==> src/rtl/mem_stage_pkg.sv <==
`default_nettype none
// ============================================================================
// Module      : mem_stage_pkg
// Description : Shared types and constants for the memory-access stage:
//               FSM state encoding, load-type vector indices, kseg masking.
// Revision    : 1.0 - initial release
// ============================================================================
package mem_stage_pkg;

  typedef enum logic [1:0] {
    IDLE   = 2'd0,
    REQ    = 2'd1,
    WAIT   = 2'd2,
    CANCEL = 2'd3
  } state_t;

  // Bit positions inside the packed load-type vector
  localparam int LT_LB  = 0;
  localparam int LT_LBU = 1;
  localparam int LT_LH  = 2;
  localparam int LT_LHU = 3;
  localparam int LT_LW  = 4;
  localparam int LT_LWL = 5;
  localparam int LT_LWR = 6;
  localparam int LT_W   = 7;

  // kseg0/kseg1 map onto the low 512 MB of physical space
  localparam logic [31:0] KSEG_MASK = 32'h1FFF_FFFF;

  function automatic logic is_kseg(input logic [31:0] vaddr);
    return (vaddr[31:30] == 2'b10);
  endfunction

endpackage
`default_nettype wire

==> src/rtl/mem_stage_if.sv <==
`default_nettype none
// ============================================================================
// Module      : mem_stage_if
// Description : SRAM-like data-memory bus (req / addr_ok / data_ok).
//               master = pipeline memory stage, slave = memory / bridge.
// Revision    : 1.0 - initial release
// ============================================================================
interface mem_stage_if;

  logic        data_req;
  logic        data_wr;
  logic [3:0]  data_wstrb;
  logic [31:0] data_addr;
  logic [31:0] data_wdata;
  logic        data_addr_ok;
  logic        data_data_ok;
  logic [31:0] data_rdata;

  modport master (
    output data_req, data_wr, data_wstrb, data_addr, data_wdata,
    input  data_addr_ok, data_data_ok, data_rdata
  );

  modport slave (
    input  data_req, data_wr, data_wstrb, data_addr, data_wdata,
    output data_addr_ok, data_data_ok, data_rdata
  );

endinterface
`default_nettype wire

==> src/rtl/mem_stage_load_align.sv <==
`default_nettype none
// ============================================================================
// Module      : load_align
// Description : Combinational load-data alignment, sign/zero extension and
//               LWL/LWR merge with the old rt value.
// Revision    : 1.0 - initial release
// ============================================================================
module load_align
  import mem_stage_pkg::*;
(
  input  wire logic [31:0]     rdata,
  input  wire logic [31:0]     rt,
  input  wire logic [1:0]      a,
  input  wire logic [LT_W-1:0] load_type,
  output logic      [31:0]     result
);

  logic [7:0]  byte_sel;
  logic [15:0] half_sel;
  logic [31:0] lwl_val;
  logic [31:0] lwr_val;

  // Lane selection, merge patterns and final result selection
  always_comb begin
    byte_sel = 8'h00;
    half_sel = 16'h0000;
    lwl_val  = 32'h0;
    lwr_val  = 32'h0;
    result   = 32'h0;

    case (a)
      2'd0: byte_sel = rdata[7:0];
      2'd1: byte_sel = rdata[15:8];
      2'd2: byte_sel = rdata[23:16];
      default: byte_sel = rdata[31:24];
    endcase

    half_sel = a[1] ? rdata[31:16] : rdata[15:0];

    // LWL fills the high bytes from memory, keeps low bytes of rt
    case (a)
      2'd0: lwl_val = {rdata[7:0],  rt[23:0]};
      2'd1: lwl_val = {rdata[15:0], rt[15:0]};
      2'd2: lwl_val = {rdata[23:0], rt[7:0]};
      default: lwl_val = rdata;
    endcase

    // LWR fills the low bytes from memory, keeps high bytes of rt
    case (a)
      2'd0: lwr_val = rdata;
      2'd1: lwr_val = {rt[31:24], rdata[31:8]};
      2'd2: lwr_val = {rt[31:16], rdata[31:16]};
      default: lwr_val = {rt[31:8], rdata[31:24]};
    endcase

    if (load_type[LT_LB])       result = {{24{byte_sel[7]}}, byte_sel};
    else if (load_type[LT_LBU]) result = {24'h0, byte_sel};
    else if (load_type[LT_LH])  result = {{16{half_sel[15]}}, half_sel};
    else if (load_type[LT_LHU]) result = {16'h0, half_sel};
    else if (load_type[LT_LW])  result = rdata;
    else if (load_type[LT_LWL]) result = lwl_val;
    else if (load_type[LT_LWR]) result = lwr_val;
  end

endmodule
`default_nettype wire

==> src/rtl/mem_stage.sv <==
`default_nettype none
// ============================================================================
// Module      : mem_stage
// Description : Pipeline memory-access stage. Captures one instruction from
//               execute, issues at most one data-memory request, holds the
//               pipeline until completion and presents the aligned result.
// Revision    : 1.0 - initial release
// ============================================================================
module mem_stage
  import mem_stage_pkg::*;
#(
  parameter bit ADDR_MASK_KSEG = 1'b1
) (
  input  wire logic        clk,
  input  wire logic        reset,
  input  wire logic        MEM_stall,
  input  wire logic        MEM_clear,
  input  wire logic        EXE_valid,
  input  wire logic        EXE_load,
  input  wire logic        EXE_store,
  input  wire logic        EXE_LB,
  input  wire logic        EXE_LBU,
  input  wire logic        EXE_LH,
  input  wire logic        EXE_LHU,
  input  wire logic        EXE_LW,
  input  wire logic        EXE_LWL,
  input  wire logic        EXE_LWR,
  input  wire logic [31:0] EXE_alu_result,
  input  wire logic [3:0]  EXE_mem_wen,
  input  wire logic [31:0] EXE_mem_wdata,
  input  wire logic [31:0] EXE_vsrc2,
  input  wire logic [4:0]  EXE_dest,
  input  wire logic        EXE_goto_WB,
  input  wire logic [31:0] EXE_pc,
  input  wire logic        EXE_exc_any,
  mem_stage_if.master      dbus,
  output logic             MEM_busy,
  output logic             MEM_valid,
  output logic [31:0]      MEM_result,
  output logic [4:0]       MEM_dest,
  output logic             MEM_goto_WB,
  output logic [31:0]      MEM_pc
);

  state_t            state;
  state_t            state_nx;
  logic              valid_r;
  logic [31:0]       pc_r;
  logic [4:0]        dest_r;
  logic              goto_wb_r;
  logic [31:0]       addr_r;
  logic [31:0]       wdata_r;
  logic [3:0]        wen_r;
  logic              store_r;
  logic [LT_W-1:0]   ltype_r;
  logic [31:0]       vsrc2_r;
  logic [31:0]       result_r;
  logic [31:0]       align_result;
  logic [LT_W-1:0]   exe_ltype;
  logic              capture;

  assign exe_ltype = {EXE_LWR, EXE_LWL, EXE_LW, EXE_LHU, EXE_LH, EXE_LBU, EXE_LB};
  assign MEM_busy  = (state != IDLE);
  assign capture   = EXE_valid && !MEM_busy && !MEM_stall && !MEM_clear;

  load_align u_align (
    .rdata     (dbus.data_rdata),
    .rt        (vsrc2_r),
    .a         (addr_r[1:0]),
    .load_type (ltype_r),
    .result    (align_result)
  );

  // State register plus pipeline capture and load-result update
  always_ff @(posedge clk) begin
    if (reset) begin
      state     <= IDLE;
      valid_r   <= 1'b0;
      pc_r      <= 32'h0;
      dest_r    <= 5'h0;
      goto_wb_r <= 1'b0;
      addr_r    <= 32'h0;
      wdata_r   <= 32'h0;
      wen_r     <= 4'h0;
      store_r   <= 1'b0;
      ltype_r   <= '0;
      vsrc2_r   <= 32'h0;
      result_r  <= 32'h0;
    end else begin
      state <= state_nx;

      // Clear always wins; otherwise an unstalled idle stage takes what
      // execute offers (or empties if execute has nothing).
      if (MEM_clear)
        valid_r <= 1'b0;
      else if (state == IDLE && !MEM_stall)
        valid_r <= EXE_valid;

      if (capture) begin
        pc_r      <= EXE_pc;
        dest_r    <= EXE_dest;
        goto_wb_r <= EXE_goto_WB;
        addr_r    <= EXE_alu_result;
        wdata_r   <= EXE_mem_wdata;
        wen_r     <= EXE_mem_wen;
        store_r   <= EXE_store;
        ltype_r   <= exe_ltype;
        vsrc2_r   <= EXE_vsrc2;
        result_r  <= EXE_alu_result;
      end else if (state == WAIT && dbus.data_data_ok && !MEM_clear && !store_r) begin
        result_r  <= align_result;
      end
    end
  end

  // Next-state logic; a cleared instruction is recognised by valid_r==0
  always_comb begin
    state_nx = state;
    case (state)
      IDLE: begin
        if (capture && (EXE_load || EXE_store) && !EXE_exc_any)
          state_nx = REQ;
      end
      REQ: begin
        if (dbus.data_addr_ok)
          state_nx = (valid_r && !MEM_clear) ? WAIT : CANCEL;
      end
      WAIT: begin
        if (dbus.data_data_ok)
          state_nx = IDLE;
        else if (MEM_clear)
          state_nx = CANCEL;
      end
      CANCEL: begin
        if (dbus.data_data_ok)
          state_nx = IDLE;
      end
      default: state_nx = IDLE;
    endcase
  end

  // Bus and write-back outputs driven straight from the captured registers
  always_comb begin
    dbus.data_req   = (state == REQ);
    dbus.data_wr    = store_r;
    dbus.data_wstrb = store_r ? wen_r : 4'h0;
    dbus.data_wdata = wdata_r;
    dbus.data_addr  = (ADDR_MASK_KSEG && is_kseg(addr_r)) ? (addr_r & KSEG_MASK) : addr_r;
    MEM_valid       = valid_r && (state == IDLE);
    MEM_result      = result_r;
    MEM_dest        = dest_r;
    MEM_goto_WB     = goto_wb_r;
    MEM_pc          = pc_r;
  end

endmodule
`default_nettype wire

==> src/flat_wrapper.sv <==
// flat-port wrapper written by rule: the top's interface ports become plain ports
module mem_stage_flat import mem_stage_pkg::*;
#(
  parameter bit ADDR_MASK_KSEG = 1'b1
)
  (clk, reset, MEM_stall, MEM_clear, EXE_valid, EXE_load, EXE_store, EXE_LB, EXE_LBU, EXE_LH, EXE_LHU, EXE_LW, EXE_LWL, EXE_LWR, EXE_alu_result, EXE_mem_wen, EXE_mem_wdata, EXE_vsrc2, EXE_dest, EXE_goto_WB, EXE_pc, EXE_exc_any, MEM_busy, MEM_valid, MEM_result, MEM_dest, MEM_goto_WB, MEM_pc, dbus_data_req, dbus_data_wr, dbus_data_wstrb, dbus_data_addr, dbus_data_wdata, dbus_data_addr_ok, dbus_data_data_ok, dbus_data_rdata);
  mem_stage_if dbus_i ();
  input  wire logic clk;
  input  wire logic reset;
  input  wire logic MEM_stall;
  input  wire logic MEM_clear;
  input  wire logic EXE_valid;
  input  wire logic EXE_load;
  input  wire logic EXE_store;
  input  wire logic EXE_LB;
  input  wire logic EXE_LBU;
  input  wire logic EXE_LH;
  input  wire logic EXE_LHU;
  input  wire logic EXE_LW;
  input  wire logic EXE_LWL;
  input  wire logic EXE_LWR;
  input  wire logic [31:0] EXE_alu_result;
  input  wire logic [3:0] EXE_mem_wen;
  input  wire logic [31:0] EXE_mem_wdata;
  input  wire logic [31:0] EXE_vsrc2;
  input  wire logic [4:0] EXE_dest;
  input  wire logic EXE_goto_WB;
  input  wire logic [31:0] EXE_pc;
  input  wire logic EXE_exc_any;
  output logic MEM_busy;
  output logic MEM_valid;
  output logic [31:0] MEM_result;
  output logic [4:0] MEM_dest;
  output logic MEM_goto_WB;
  output logic [31:0] MEM_pc;
  output wire logic [$bits(dbus_i.data_req)-1:0] dbus_data_req;
  output wire logic [$bits(dbus_i.data_wr)-1:0] dbus_data_wr;
  output wire logic [$bits(dbus_i.data_wstrb)-1:0] dbus_data_wstrb;
  output wire logic [$bits(dbus_i.data_addr)-1:0] dbus_data_addr;
  output wire logic [$bits(dbus_i.data_wdata)-1:0] dbus_data_wdata;
  input wire logic [$bits(dbus_i.data_addr_ok)-1:0] dbus_data_addr_ok;
  input wire logic [$bits(dbus_i.data_data_ok)-1:0] dbus_data_data_ok;
  input wire logic [$bits(dbus_i.data_rdata)-1:0] dbus_data_rdata;
  assign dbus_data_req = dbus_i.data_req;
  assign dbus_data_wr = dbus_i.data_wr;
  assign dbus_data_wstrb = dbus_i.data_wstrb;
  assign dbus_data_addr = dbus_i.data_addr;
  assign dbus_data_wdata = dbus_i.data_wdata;
  assign dbus_i.data_addr_ok = dbus_data_addr_ok;
  assign dbus_i.data_data_ok = dbus_data_data_ok;
  assign dbus_i.data_rdata = dbus_data_rdata;
  mem_stage #(.ADDR_MASK_KSEG(ADDR_MASK_KSEG)) u_core (.clk(clk), .reset(reset), .MEM_stall(MEM_stall), .MEM_clear(MEM_clear), .EXE_valid(EXE_valid), .EXE_load(EXE_load), .EXE_store(EXE_store), .EXE_LB(EXE_LB), .EXE_LBU(EXE_LBU), .EXE_LH(EXE_LH), .EXE_LHU(EXE_LHU), .EXE_LW(EXE_LW), .EXE_LWL(EXE_LWL), .EXE_LWR(EXE_LWR), .EXE_alu_result(EXE_alu_result), .EXE_mem_wen(EXE_mem_wen), .EXE_mem_wdata(EXE_mem_wdata), .EXE_vsrc2(EXE_vsrc2), .EXE_dest(EXE_dest), .EXE_goto_WB(EXE_goto_WB), .EXE_pc(EXE_pc), .EXE_exc_any(EXE_exc_any), .dbus(dbus_i), .MEM_busy(MEM_busy), .MEM_valid(MEM_valid), .MEM_result(MEM_result), .MEM_dest(MEM_dest), .MEM_goto_WB(MEM_goto_WB), .MEM_pc(MEM_pc));
endmodule
==> config.mk <==
export PLATFORM = sky130hd
export DESIGN_NAME = mem_stage_flat
export DESIGN_NICKNAME = d
export VERILOG_FILES = /design/src/rtl/mem_stage_pkg.sv /design/src/rtl/mem_stage_if.sv /design/src/rtl/mem_stage_load_align.sv /design/src/rtl/mem_stage.sv /design/src/flat_wrapper.sv
export SDC_FILE = /design/constraint.sdc
export NUM_CORES = 1
export LEC_CHECK = 0
export CAP_MARGIN = 20
export CORE_AREA = 2 2 157 159
export DETAILED_ROUTE_END_ITERATION = 7
export DIE_AREA = 0 0 159 161
export MAX_ROUTING_LAYER = met4
export PLACE_DENSITY_LB_ADDON = 0.25
export SKIP_LAST_GASP = 1
export SLEW_MARGIN = 25
export SYNTH_ARGS = -nofsm -noshare
export SYNTH_HDL_FRONTEND = slang
export SYNTH_HIERARCHICAL = 1
export SYNTH_SLANG_ARGS = --single-unit
==> constraint.sdc <==
create_clock -name clk -period 4.9 [get_ports clk]
set_input_delay 0.735 -clock clk [delete_from_list [all_inputs] [get_ports clk]]
set_output_delay 0.735 -clock clk [all_outputs]
set_load 0.01 [all_outputs]
-- Word-level counts from Yosys, hierarchy flattened
Index checks and enable logic that the tools add are counted.
- register bits: 181
- bits of input ports: 187
- output and inout port bits: 142
- logic and storage cells: 67
- muxes and demuxes: 22
- eq/ne operators: 10
- reduce and logical (&&, ||, !) cells: 23
- operators with widths (kind ; number):
    $mux 32 ; 10
    $pmux 32 s3 ; 2
    $pmux 8 s3 ; 1
    $mux 16 ; 1
    $logic_and 1x1->1 ; 11
    $mux 2 ; 5
    $eq 2x2->1 const B ; 4
    $pmux 2 s4 ; 1
    $logic_not 1->1 ; 5
    $eq 2x1->1 const B ; 2
    $logic_not 2->1 ; 2
    $mux 4 ; 1
    $ne 2x1->1 const B ; 2
    $reduce_and 4->1 ; 1
    $reduce_bool 2->1 ; 2
    $ne 3x3->1 const B ; 1
    $ne 2x2->1 const B ; 1
    $reduce_or 2->1 ; 1
    $logic_or 1x1->1 ; 1
    $mux 1 ; 1

-- Longest topological paths before layout
Gate-level depths: netlist of run 1.
- depth after elaboration: 11
- depth in mapped cells: 10
- mapped depth without buffers: 6

-- Hierarchy
The synthesis of run 1 kept the hierarchy.
- by module, submodules not included (module ; seq. area each (um^2) ; cells an instance ; times used ; area an instance (um^2)):
    mem_stage ; 3623.5 ; 914 ; 1 ; 7573.5
    load_align ; 0.0 ; 336 ; 1 ; 2270.9

-- Worst setup path before layout of run 1
OpenSTA, ideal clock, no wires.
- path kind: in2reg
- start point: input port dbus_data_rdata[31]
- end point: register u_core.result_r[28], in the netlist u_core/MEM_result[28]
- stages on the path: 7
- library setup time: 0.091 ns
- arrival: 2.199 ns
- buffers on the path: 1
- path slack: 2.610 ns
- required time: 4.809 ns
- cell sequence: mux2i_1 a211oi_4 buf_4 o21ai_0 o21ai_1 or3b_2 a311oi_1
- cells in the longest elaborated chain, start to end: 6
- elaborated cells between the ends (all ways): 7
- those cells by class: mux (7)
- ends and longest elaborated chain (element ; line ; text):
    start, declared ; flat_wrapper.sv:43 ; input wire logic [$bits(dbus_i.data_rdata)-1:0] dbus_data_rdata;
    $mux 16 ; mem_stage_load_align.sv:38 ; half_sel = a[1] ? rdata[31:16] : rdata[15:0];
    $mux 32 ; mem_stage_load_align.sv:58 ; else if (load_type[LT_LH]) result = {{16{half_sel[15]}}, half_sel};
    $mux 32 ; mem_stage_load_align.sv:57 ; else if (load_type[LT_LBU]) result = {24'h0, byte_sel};
    $mux 32 * ; mem_stage_load_align.sv:56 ; if (load_type[LT_LB]) result = {{24{byte_sel[7]}}, byte_sel};
    net u_core.align_result[28] ; mem_stage.sv:58 ; logic [31:0] align_result;
    $mux 32 * ; mem_stage.sv:110 ; end else if (state == WAIT && dbus.data_data_ok && !MEM_clear && !store_r) begin
    $mux 32 * ; mem_stage.sv:99 ; if (capture) begin
    end signal, assigned ; mem_stage.sv:109 ; result_r <= EXE_alu_result;
    end signal, assigned ; mem_stage.sv:111 ; result_r <= align_result;
    end, declared ; mem_stage.sv:57 ; logic [31:0] result_r;
Mark *: on every way through the listed nets, which the timed path passes. The rest lies on a longest branch. The select of a mux whose other input is x is not followed.
A chain may end at the register's enable or synchronous reset.

-- Worst setup path in the final report of run 1
- start point: register u_core.addr_r[1]
- end point: register u_core.result_r[18], in the netlist u_core/MEM_result[18]
- cells in the longest elaborated chain, start to end: 11
- elaborated cells between the ends (all ways): 16
- those cells by class: eq/ne (2); mux (13); reduce/logical (1)
- ends and longest elaborated chain (element ; line ; text):
    start, declared ; mem_stage.sv:51 ; logic [31:0] addr_r;
    start signal, assigned ; mem_stage.sv:103 ; addr_r <= EXE_alu_result;
    $eq 2x2->1 (tied with other cells) ; mem_stage_load_align.sv:31, mem_stage_load_align.sv:41, mem_stage_load_align.sv:49 ;
    $pmux 32 s3 ; mem_stage_load_align.sv:49 ; case (a)
    $mux 32 ; mem_stage_load_align.sv:62 ; else if (load_type[LT_LWR]) result = lwr_val;
    $mux 32 ; mem_stage_load_align.sv:61 ; else if (load_type[LT_LWL]) result = lwl_val;
    $mux 32 ; mem_stage_load_align.sv:60 ; else if (load_type[LT_LW]) result = rdata;
    $mux 32 ; mem_stage_load_align.sv:59 ; else if (load_type[LT_LHU]) result = {16'h0, half_sel};
    $mux 32 ; mem_stage_load_align.sv:58 ;
    $mux 32 ; mem_stage_load_align.sv:57 ;
    $mux 32 * ; mem_stage_load_align.sv:56 ;
    net u_core.align_result[18] ; mem_stage.sv:58 ;
    $mux 32 * ; mem_stage.sv:110 ;
    $mux 32 * ; mem_stage.sv:99 ;
Marked as above.

==> results.py, run 1 <==
metrics = {
    "global_routing": {
        "grt_overflow": 0,
        "first_pass_grt_wire_length_um": 55000,
        "initial_antenna_violation_count": 1,
        "globalRouteTotalUtil_pct": 27.3,
        "grt_start_max_net_pins": 118,
        "first_global_vias": 9521,
    },
    "detailed_routing": {
        "ant_nets": 0,
        "initialDrtViolationCount": 1281,
        "number_of_vias_after_detailed_routing": 10560,
        "routedWlPerCell_um": 20.1,
        "drc_errors": 0,
        "route.detailed.vias_per_inst": 5.94,
        "drtPass1Iterations": 5,
        "wl_um": 35700,
    },
    "yosys": {
        "synthFlopType": "dfxtp_1",
        "yosys-top-cells-count": "o21ai_0 (225), a21oi_1 (184), dfxtp_1 (181)",
        "ranking_of_synthesized_cells_by_area": "dfxtp_1 (37%), o21ai_0 (11%), a21oi_1 (9.4%)",
        "synthesis.area_per_instance_um2": 7.88,
        "post_synth_inst_count": 1250,
        "synth_most_common_cell": "o21ai_0",
        "biggest_area_consumer_among_synthesized_cells": "dfxtp_1",
        "synth.top_cell.area_share_pct": 36.8,
        "synth_area_mm2": 0.00984,
        "number_of_flops_mapped_to_enable_cells_by_yosys": 0,
        "synth_warnings": 6,
        "yosysUniqueCellTypes": 62,
        "seq_area_frac_synth_pct": 36.8,
        "postSynthNetCount": 1437,
        "yosys_register_bits": 181,
        "async_reset_ff_share_pct": 0,
    },
    "clocking": {
        "root_buffer": "clkbuf_16",
        "post-cts-setup-buffers": 0,
        "cts.clk_slew.worst_paths_ns": 0.08,
        "cts_resized": 0,
        "maximum_clock_path_buffer_count": 2,
        "h-tree-depth": 4,
        "post_cts_hold_buffer_count": 0,
        "tritoncts": "done",
        "numCtsBuffers": 17,
        "cts_num_sinks": 181,
        "clk-insertion-delay-late_ns": 0.43,
    },
    "power": {
        "cellPowerDensity_mw_per_mm2": 268,
        "power.leakage_nw": 4.22,
        "finalPower_mw": 3.59,
        "vdd.ir_drop.worst_v": 0.000187,
    },
    "timing": {
        "min_period_ns": 3.13,
        "tightestPinTransition_ns": 1.00,
        "setup_viol": 0,
        "final.setup.worst_slack_ns": 1.77,
        "period_share_pct": 63.9,
        "timing.slew.headroom_pct": 33.3,
        "clock_skew_ns": 0.0142,
        "hold_viol": 0,
        "max_freq_ghz": 0.319,
        "final-max-slew-violation-count": 0,
        "final.setup.tns_ns": 0,
        "holdWs_ns": 0.474,
        "unrepaired_setup_endpoints_after_global_routing": "false",
    },
    "worst_setup_path": {
        "cp_data_arrival_time_ns": 3.47,
        "timing.critical_path.from_type": "register",
        "crit_fanout": 52,
        "critPathCaptureType": "register",
        "critical_path_class": "register to register",
        "critPathRequiredTime_ns": 5.23,
    },
    "worst_hold_path": {
        "hold_path.class": "register to register",
    },
    "run": {
        "maxCapViolations": 0,
    },
    "run_status": {
        "outcome": "complete, no violations",
    },
    "floorplanning": {
        "core_mm2": 0.0240,
        "initial_utilization_pct": 41.1,
        "die_area_mm2": 0.0256,
        "rows": 57,
        "die_width_um": 159,
        "pin_count": 329,
        "die_height_um": 161,
    },
    "layout": {
        "design_area_mm2": 0.0134,
        "area_growth_syn_to_layout_pct": 35.7,
        "fillerInstances": 2312,
        "design.final.nets": 1627,
        "drive_above_1_share_pct": 6.40,
    },
    "place": {
        "post-dp-hpwl_um": 24000,
        "place.port_buffers": 328,
        "routability_driven_placement_congestion_ratio": 0.942,
        "placedInstanceArea_mm2": 0.0128,
        "post-place-ws_ns": 1.53,
    },
}
==> worst max-delay path, cell delays in order, from the launching register on <==
cell      delay [ns]
dfxtp_2         0.99
mux2i_1         0.32
a211oi_4        0.63
o21ai_0         0.22
o21ai_1         0.17
or3b_2          0.45
a311oi_1        0.26
==> through the flow <==
step           std cells  util, %
5_1_grt             1778     55.7
4_1_cts             1777     55.7
6_report            1779     55.7
3_3_place_gp        1745     53.4
3_5_place_dp        1745     53.4
2_1_floorplan       1250        -
==> state kept, by name, indices dropped and copies added, names as in the netlist, 2 cells and up <==
signal                  flops
u_core/MEM_pc              32
u_core/MEM_result          32
u_core/wen_r                4
u_core/ltype_r              7
u_core/state                2
u_core/MEM_dest             5
u_core/addr_r              32
u_core/dbus.data_wdata     32
u_core/vsrc2_r             32
==> cell usage in the layout, fill, tap and decap left out, types with 3 or more instances in the layout <==
master,n
clkinvlp_4,4
inv_8,3
clkbuf_1,3
a31oi_1,4
nand2_1,11
a22oi_1,5
a31o_1,4
mux2_2,4
or2_2,3
and2_1,5
buf_4,15
a32oi_1,5
a221o_1,8
nor3_1,42
clkbuf_16,17
nor2_1,19
o21ai_1,16
dfxtp_1,178
clkdlybuf4s50_1,326
a21oi_1,184
or3b_2,22
nand4b_1,5
nor2b_1,10
nand2b_1,22
inv_1,3
and4_1,4
a311oi_1,32
mux2i_1,42
o221ai_1,3
o311a_1,5
or3b_1,10
o21ai_0,225
o22ai_1,10
nand3_1,155
o211ai_1,5
==> area by class of cell <==
class                      count  area [um^2]  share of cell area (%)
clock buffer                  20          437                    3.27
inverter                       4         17.5                   0.131
multi-input combinational    891         5320                    39.8
sequential                   181         3630                    27.2
antenna                        2         5.00                  0.0375
timing repair buffer         345         3430                    25.7
tap                          324          405                    3.03
clock inverter                12          115                   0.862
==> report_power, final <==
part | internal (mW) | switching, mW
combinational | 0.331 | 0.350
sequential | 1.53 | 0.0412
clock | 0.671 | 0.664
==> cell families (layout without fill, tap and decap cells) <==
kind of cell | after synthesis | after routing | synth area share (%)
simple gates | 326 | 326 | 19.2
other cells | 0 | 2 | 0
mux | 46 | 46 | 4.73
compound gates | 519 | 519 | 30.0
buf+inv | 178 | 381 | 9.32
flops | 181 | 181 | 36.8
==> per-layer routing <==
layer / vias to the layer above / global-route usage, % / wire, um
li1: 4984 / - / -
met1: 5010 / 37.1 / 15700
met2: 529 / 41.5 / 16500
met3: 37 / 5.62 / 2860
met4: 0 / 7.11 / 662
met5: - / - / 0
==> final timing paths <==
kind	start	end	slack, ns	depth (start not counted)
worst max-delay path	u_core/addr_r[1]	u_core/MEM_result[18]	1.77	6
worst min-delay path	u_core/vsrc2_r[4]	u_core/vsrc2_r[4]	0.47	2
worst max register to register	u_core/addr_r[1]	u_core/MEM_result[18]	1.77	6
worst min register to register	u_core/vsrc2_r[4]	u_core/vsrc2_r[4]	0.47	2
Power figures use the tool's default switching activity.
==> run 2, diff against run 1 <==
==> constraint.sdc (replaced) <==
create_clock -name clk -period 2.9 [get_ports clk]
set_input_delay 0.435 -clock clk [delete_from_list [all_inputs] [get_ports clk]]
set_output_delay 0.435 -clock clk [all_outputs]
set_load 0.01 [all_outputs]
==> run 2 against run 1 <==
Global-route usage rose by 1.4 points. First-iteration DRC count fell by 9.5%. Cell count rose by 1.4%. Sequential share of layout area fell by 0.62 points. Wire length rose by 3.3%. Die area did not move. Design area rose by 2.3%. Largest power group unchanged.
==> results.py, run 2 (synthesized netlist as in run 1, its figures left out) <==
metrics = {
    "global_routing": {
        "grt_start_max_net_pins": 149,
        "globalRouteTotalUtil_pct": 28.7,
        "initial_antenna_violation_count": 2,
        "first_global_vias": 10072,
        "grt_overflow": 0,
        "first_pass_grt_wire_length_um": 57700,
    },
    "worst_setup_path": {
        "critical_path_class": "register to register",
        "crit_chain": "buf_4 -> nand2b_1 -> o311a_1 -> o211ai_1 -> a31o_1 -> or3b_2 -> a311oi_1",
        "gate_family_responsible_for_the_most_delay_along_the_worst_path": "compound AO/OA/AOI/OAI gates",
        "critPathCaptureType": "register",
        "cp_data_arrival_time_ns": 2.96,
        "critPathMaxStageDelay_ns": 0.46,
        "critPathRequiredTime_ns": 3.23,
        "critical_path.slowest_cell": "dfxtp_1",
        "worst_reg2reg_setup_slack_ns": 0.27,
        "crit_fanout": 9,
        "timing.critical_path.from_type": "register",
        "timing.critical_path.buf_inv": 1,
    },
    "timing": {
        "setup_viol": 0,
        "clock_skew_ns": 0.0160,
        "final.setup.tns_ns": 0,
        "timing.slew.headroom_pct": 46.4,
        "holdWs_ns": 0.342,
        "max_freq_ghz": 0.380,
        "min_period_ns": 2.63,
        "unrepaired_setup_endpoints_after_global_routing": "false",
        "hold_viol": 0,
        "tightestPinTransition_ns": 0.804,
        "period_share_pct": 90.7,
        "final-max-slew-violation-count": 0,
    },
    "detailed_routing": {
        "ant_nets": 0,
        "routedWlPerCell_um": 20.5,
        "drtPass1Iterations": 5,
        "wl_um": 36900,
        "drc_errors": 0,
        "number_of_vias_after_detailed_routing": 10547,
        "route.detailed.vias_per_inst": 5.85,
        "initialDrtViolationCount": 1159,
    },
    "layout": {
        "ff_latch_area_mm2": 0.00363,
        "area_growth_syn_to_layout_pct": 38.9,
        "design.final.nets": 1652,
        "layout_commonest_cell": "clkdlybuf4s50_1",
        "design_area_mm2": 0.0137,
        "fillerInstances": 2245,
        "mostFrequentLayoutCells": "clkdlybuf4s50_1 (326), o21ai_0 (225), a21oi_1 (184)",
        "drive_above_1_share_pct": 8.05,
        "multiInputGateArea_mm2": 0.00532,
    },
    "place": {
        "placedInstanceArea_mm2": 0.0131,
        "place.port_buffers": 328,
        "routability_driven_placement_congestion_ratio": 0.974,
        "post-dp-hpwl_um": 25300,
    },
    "clocking": {
        "cts_num_sinks": 181,
        "post_cts_hold_buffer_count": 0,
        "tritoncts": "done",
        "h-tree-depth": 4,
        "clk-insertion-delay-late_ns": 0.43,
        "cts.clk_slew.worst_paths_ns": 0.08,
        "numCtsBuffers": 17,
        "maximum_clock_path_buffer_count": 2,
        "post-cts-setup-buffers": 0,
        "cts_resized": 0,
        "root_buffer": "clkbuf_16",
    },
    "floorplanning": {
        "pin_count": 329,
        "die_width_um": 159,
        "rows": 57,
        "die_area_mm2": 0.0256,
        "initial_utilization_pct": 41.1,
        "die_height_um": 161,
        "core_mm2": 0.0240,
    },
    "run_status": {
        "outcome": "complete, no violations",
    },
    "worst_hold_path": {
        "hold_path.class": "input pin to register",
    },
    "power": {
        "finalPower_mw": 6.27,
        "cellPowerDensity_mw_per_mm2": 459,
        "vdd.ir_drop.worst_v": 0.000317,
        "power.leakage_nw": 4.39,
    },
    "run": {
        "maxCapViolations": 0,
    },
}
## run 2: changes by cell type in the layout (fill, tap and decap cells not counted), sizes merged
cell | previous run | this run
buf | 19 | 44
bufinv | 0 | 2
clkinv | 3 | 2
clkbuf | 20 | 19
## run 2: final timing paths
kind                          start  cells past startpoint                     to
setup / recovery  u_core/ltype_r[5]                      7  u_core/MEM_result[16]
hold reg to reg   u_core/vsrc2_r[3]                      2      u_core/vsrc2_r[3]
setup reg to reg  u_core/ltype_r[5]                      7  u_core/MEM_result[16]
hold / removal            MEM_clear                      2         u_core/valid_r
## run 2: cell type report
type,count,area share (%)
antenna,2,0.0366
inverter,4,0.128
clock buffer,19,3.17
tap,324,2.97
multi-input combinational,891,38.9
sequential,181,26.6
clock inverter,13,1.22
timing repair buffer,370,27.0
## run 2: layer usage
metal,share of wire (%),vias up,GRT usage (%)
met1,45,5014,38.4
li1,-,5042,-
met2,46,447,43.8
met3,6.8,44,5.57
met5,0,-,-
met4,2.4,0,9.01
## run 2: where the power goes
group / internal, mW / total (mW) / switching [mW] / leakage (nW)
combinational: 0.585 / 1.18 / 0.595 / 2.64
clock: 1.31 / 2.43 / 1.13 / 0.279
sequential: 2.58 / 2.66 / 0.0744 / 1.47
## run 2: through the flow
stage | utilization [%] | instances | setup slack [ns]
finish | 57.0 | 1804 | 0.269
global route | 57.0 | 1804 | 0.147
CTS | 57.0 | 1802 | 0.302
detailed placement | 54.5 | 1770 | 0.0649
global placement | 54.5 | 1770 | 0.125
floorplan | - | 1250 | 0.825
==> RTL change 1 (config.mk and constraints of run 2) <==
Re-encode `state_t` (4 states) as one-hot, 4 bits wide.
--- a/src/rtl/mem_stage_pkg.sv
+++ b/src/rtl/mem_stage_pkg.sv
@@ -8,9 +8,9 @@
 package mem_stage_pkg;
 
-  typedef enum logic [1:0] {
-    IDLE   = 2'd0,
-    REQ    = 2'd1,
-    WAIT   = 2'd2,
-    CANCEL = 2'd3
+  typedef enum logic [3:0] {
+    IDLE   = 4'b0001,
+    REQ    = 4'b0010,
+    WAIT   = 4'b0100,
+    CANCEL = 4'b1000
   } state_t;
 
Formal check against the unedited RTL: no difference found for any inputs over 4 cycles, from zero or initial values and one cycle with reset high; so few cycles prove little.
==> RTL change 1 against run 2 <==
- power shrank 2.4%
- combinational power shrank 11%
- area after synthesis shrank 4.7%
- setup slack gained 0.047 ns
- hold slack gained 0.11 ns
- non-clock buffer count shrank 8
- routed wire length shrank 12%
- sequential cell count grew 2
- cell area shrank 2.8%
==> RTL change 1: results (changes against run 2) <==
<table>
<tr><th>Metric</th><th>Value</th></tr>
<tr><th colspan="2">Run status</th></tr>
<tr><td>Result of the run</td><td>finished clean</td></tr>
<tr><th colspan="2">Global routing</th></tr>
<tr><td>Largest net degree at the start of global routing</td><td>143 (-4.0%)</td></tr>
<tr><td>Global-route wire length before repair</td><td>50,400 um (-13%)</td></tr>
<tr><td>Number of antenna violations at the first check in global routing</td><td>1 (-1)</td></tr>
<tr><th colspan="2">Power</th></tr>
<tr><td>Relative contribution of the clock network to total power</td><td>39.2% (+0.4 points)</td></tr>
<tr><td>Internal power consumption</td><td>4.39 mW (-1.9%)</td></tr>
<tr><td>Peak supply drop</td><td>0.305 mV (-4.0%)</td></tr>
<tr><td>Seq group</td><td>2.67 mW (about the same)</td></tr>
<tr><th colspan="2">Setup path</th></tr>
<tr><td>Critical-path top delay cell</td><td>sky130_fd_sc_hd__dfxtp_2</td></tr>
<tr><td>Worst Setup SP</td><td>u_core/addr_r[0]$_SDFFE_PP0N_</td></tr>
<tr><td>Arrival time of data at the critical path endpoint</td><td>2.15 ns (-0.81 ns)</td></tr>
<tr><td>Longest individual stage delay on the worst path</td><td>0.69 ns (+0.23 ns)</td></tr>
<tr><td>Critical Path Sink</td><td>dbus_data_addr[0]</td></tr>
<tr><td>End of the worst register-to-register path</td><td>u_core/MEM_result[15]$_SDFFE_PP0P_</td></tr>
<tr><td>Internal reg-to-reg setup slack</td><td>0.35 ns (+0.08 ns)</td></tr>
<tr><th colspan="2">Hold path</th></tr>
<tr><td>Worst hold path type</td><td>flip-flop to flip-flop</td></tr>
<tr><th colspan="2">Final layout</th></tr>
<tr><td>Layout cell share with drive strength beyond 1</td><td>7.87% (-0.18 points)</td></tr>
<tr><td>Net count, final</td><td>1,661 (+0.54%)</td></tr>
<tr><td>Share of the final layout cell area in multi-input gates</td><td>37.4% (-1.5 points)</td></tr>
<tr><td>Fraction of cell area in non-clock buffers</td><td>27.2% (+0.18 points)</td></tr>
<tr><td>FF/Latch Area</td><td>3670 sq um (+1.0%)</td></tr>
<tr><td>Buffer count excluding the clock tree in the final layout</td><td>362 (-2.2%)</td></tr>
<tr><th colspan="2">Detailed routing</th></tr>
<tr><td>DRC violation total after the first TritonRoute iteration</td><td>964 (-17%)</td></tr>
<tr><td>Average vias per placed instance</td><td>5.35 (-8.6%)</td></tr>
<tr><th colspan="2">Placement</th></tr>
<tr><td>Final weighted congestion in routability-driven placement</td><td>1.04 (+7.2%)</td></tr>
</table>
## RTL change 1: cell types whose count changed after synthesis, moves of 33 or more
| cell | change |
|---|---|
| sky130_fd_sc_hd__o21ai_0 | -177 |
| sky130_fd_sc_hd__nand3_1 | -145 |
| sky130_fd_sc_hd__nand2_1 | +356 |
| sky130_fd_sc_hd__nor2_1 | +36 |
| sky130_fd_sc_hd__clkbuf_1 | -45 |
| sky130_fd_sc_hd__nor3_1 | -33 |
## RTL change 1: per-stage QoR
step / util, % / setup WS [ns] / cells / area (sq um)
floorplan: - / 0.707 / 1225 / 9380
global placement: 52.9 / 0.424 / 1779 / 12700
detailed placement: 52.9 / 0.377 / 1779 / 12700
CTS: 55.4 / 0.278 / 1810 / 13300
global route: 55.4 / 0.205 / 1811 / 13300
finish: 55.4 / 0.316 / 1812 / 13300
## RTL change 1: metal layers
metal,track usage [%],share of wire (%),up-vias
li1,-,-,4684
met1,32.7,44,4491
met2,39.6,46,443
met3,4.42,7.1,70
met4,9.09,3.0,0
met5,-,0,-
==> RTL change 2 (flow settings as in run 2) <==
Made on the original files. `ADDR_MASK_KSEG` is set to 1'b1 in 2 places; all go to 1'b0.
--- a/src/rtl/mem_stage.sv
+++ b/src/rtl/mem_stage.sv
@@ -10,5 +10,5 @@
   import mem_stage_pkg::*;
 #(
-  parameter bit ADDR_MASK_KSEG = 1'b1
+  parameter bit ADDR_MASK_KSEG = 1'b0
 ) (
   input  wire logic        clk,
--- a/src/flat_wrapper.sv
+++ b/src/flat_wrapper.sv
@@ -2,5 +2,5 @@
 module mem_stage_flat import mem_stage_pkg::*;
 #(
-  parameter bit ADDR_MASK_KSEG = 1'b1
+  parameter bit ADDR_MASK_KSEG = 1'b0
 )
   (clk, reset, MEM_stall, MEM_clear, EXE_valid, EXE_load, EXE_store, EXE_LB, EXE_LBU, EXE_LH, EXE_LHU, EXE_LW, EXE_LWL, EXE_LWR, EXE_alu_result, EXE_mem_wen, EXE_mem_wdata, EXE_vsrc2, EXE_dest, EXE_goto_WB, EXE_pc, EXE_exc_any, MEM_busy, MEM_valid, MEM_result, MEM_dest, MEM_goto_WB, MEM_pc, dbus_data_req, dbus_data_wr, dbus_data_wstrb, dbus_data_addr, dbus_data_wdata, dbus_data_addr_ok, dbus_data_data_ok, dbus_data_rdata);
Function: changed (a bounded check fails within 4 cycles, from zero or initial values and one cycle with reset high).
==> RTL change 2 against run 2 <==
- die area is the same
- area after synthesis fell by 2.4%
- count of clock-buffer cells in the layout shrank 1
- cell area up 0.59%
- cell count rose by 0.61%
- global-route usage is 0.20 points lower
- power decreased by 1.6%
- critical path depth is the same
- clock skew is 0.0021 ns higher
- sequential cell count unchanged
- setup slack lost 0.26 ns
- routed wire length is 0.45% higher
==> RTL change 2: results (changes against run 2) <==
<table>
<tr><th>Metric</th><th>Value</th></tr>
<tr><th colspan="2">Global routing</th></tr>
<tr><td>Largest net degree at the start of global routing</td><td>98 (-34%)</td></tr>
<tr><td>Global router's overall resource usage</td><td>28.5% (-0.20 points)</td></tr>
<tr><td>Global-route wire length before repair</td><td>56,700 um (-1.7%)</td></tr>
<tr><th colspan="2">Setup path</th></tr>
<tr><td>Worst-path fanout max</td><td>18 (+9)</td></tr>
<tr><td>Longest individual stage delay on the worst path</td><td>0.99 ns (+0.53 ns)</td></tr>
<tr><td>Arrival time of data at the critical path endpoint</td><td>3.18 ns (+0.22 ns)</td></tr>
<tr><td>Critical-path top delay cell</td><td>sky130_fd_sc_hd__a2111oi_1</td></tr>
<tr><td>End of the worst register-to-register path</td><td>u_core/MEM_result[11]$_SDFFE_PP0P_</td></tr>
<tr><th colspan="2">Final layout</th></tr>
<tr><td>Number of clock buffers in the layout</td><td>18 (-1)</td></tr>
<tr><td>Buffer count excluding the clock tree in the final layout</td><td>384 (+3.8%)</td></tr>
<tr><td>Fillers</td><td>2,270 (+1.1%)</td></tr>
<tr><td>Clock network share of area</td><td>4.28% (-0.11 points)</td></tr>
<tr><td>Multi-input combinational cell count</td><td>889 (-0.22%)</td></tr>
<tr><td>Non-filler cells, final</td><td>1,815 (+0.61%)</td></tr>
<tr><td>Inverters</td><td>3 (-1)</td></tr>
<tr><td>Share of the final layout cell area in multi-input gates</td><td>38.6% (-0.29 points)</td></tr>
<tr><td>Fraction of cell area in non-clock buffers</td><td>27.6% (+0.60 points)</td></tr>
<tr><th colspan="2">Detailed routing</th></tr>
<tr><td>DRC violation total after the first TritonRoute iteration</td><td>975 (-16%)</td></tr>
<tr><td>WL final</td><td>37,100 um (+0.45%)</td></tr>
<tr><th colspan="2">Placement</th></tr>
<tr><td>Post-detailed-placement cell area</td><td>13,200 sq um (+0.67%)</td></tr>
<tr><td>Detailed-placement wirelength estimate</td><td>26,400 um (+4.5%)</td></tr>
<tr><td>Final weighted congestion in routability-driven placement</td><td>1.01 (+3.3%)</td></tr>
<tr><th colspan="2">Yosys</th></tr>
<tr><td>Number of instances in the synthesized netlist</td><td>1,217 (-2.6%)</td></tr>
<tr><th colspan="2">STA</th></tr>
<tr><td>Worst-Margin Slew</td><td>1.10 ns (+0.297 ns)</td></tr>
<tr><td>Post-route clock skew</td><td>0.0180 ns (+0.00207 ns)</td></tr>
<tr><th colspan="2">Power</th></tr>
<tr><td>Internal power consumption</td><td>4.33 mW (-3.1%)</td></tr>
<tr><td>Peak supply drop</td><td>0.435 mV (+37%)</td></tr>
<tr><td>Relative contribution of the clock network to total power</td><td>37.5% (-1.3 points)</td></tr>
<tr><td>LEAKAGE</td><td>4.46 nW (+1.7%)</td></tr>
<tr><th colspan="2">Run status</th></tr>
<tr><td>Result of the run</td><td>finished clean</td></tr>
</table>
RTL change 2: changes by cell type in the layout (fill, tap and decap cells not counted), moves of 2 or more:
cell / change
sky130_fd_sc_hd__inv_6: +3
sky130_fd_sc_hd__bufinv_16: -2
sky130_fd_sc_hd__clkinvlp_4: -4
sky130_fd_sc_hd__inv_8: -2
sky130_fd_sc_hd__buf_4: +14
sky130_fd_sc_hd__clkinv_8: +4
RTL change 2: metrics by stage:
| step | worst slack (ns) | power, mW | utilization [%] | hold slack, ns |
|---|---|---|---|---|
| after detailed placement | 0.124 | 3.90 | 54.9 | 0.463 |
| after global placement | 0.162 | 3.90 | 54.9 | 0.457 |
| final | 0.0116 | 6.17 | 57.4 | 0.345 |
| after CTS | 0.230 | 6.20 | 57.3 | 0.328 |
| after floorplan | 0.763 | 3.24 | - | 0.448 |
| after global routing | 0.0228 | 6.40 | 57.4 | 0.360 |
RTL change 2: logic make-up after synthesis:
kind of cell	synth area share, %
mux	4.85
buf+inv	7.20
compound gates	30.7
flops	37.7
simple gates	19.6
RTL change 2: repair_timing:
| action | 4_1_cts | 5_1_grt |
|---|---|---|
| resized for setup | 0 | 1 |
| endpoints found under the setup margin | 0 | 1 |
| setup buffers | 0 | 0 |
| hold endpoints to repair | 0 | 0 |
| hold buffers | 0 | 0 |
RTL change 2: routing by layer:
layer	track usage, %	part of all wire, %	vias to the layer above
li1	-	-	5062
met1	38.0	44	4963
met2	44.2	46	436
met3	5.01	6.8	59
met4	8.68	2.5	0
met5	-	0	-
RTL change 2: worst register-to-register path, delay by kind of cell (launching register included):
kind            cells  cell delay, ns
flops               1            0.69
simple gates        2            0.44
compound gates      4            1.29
buf+inv             1            0.34
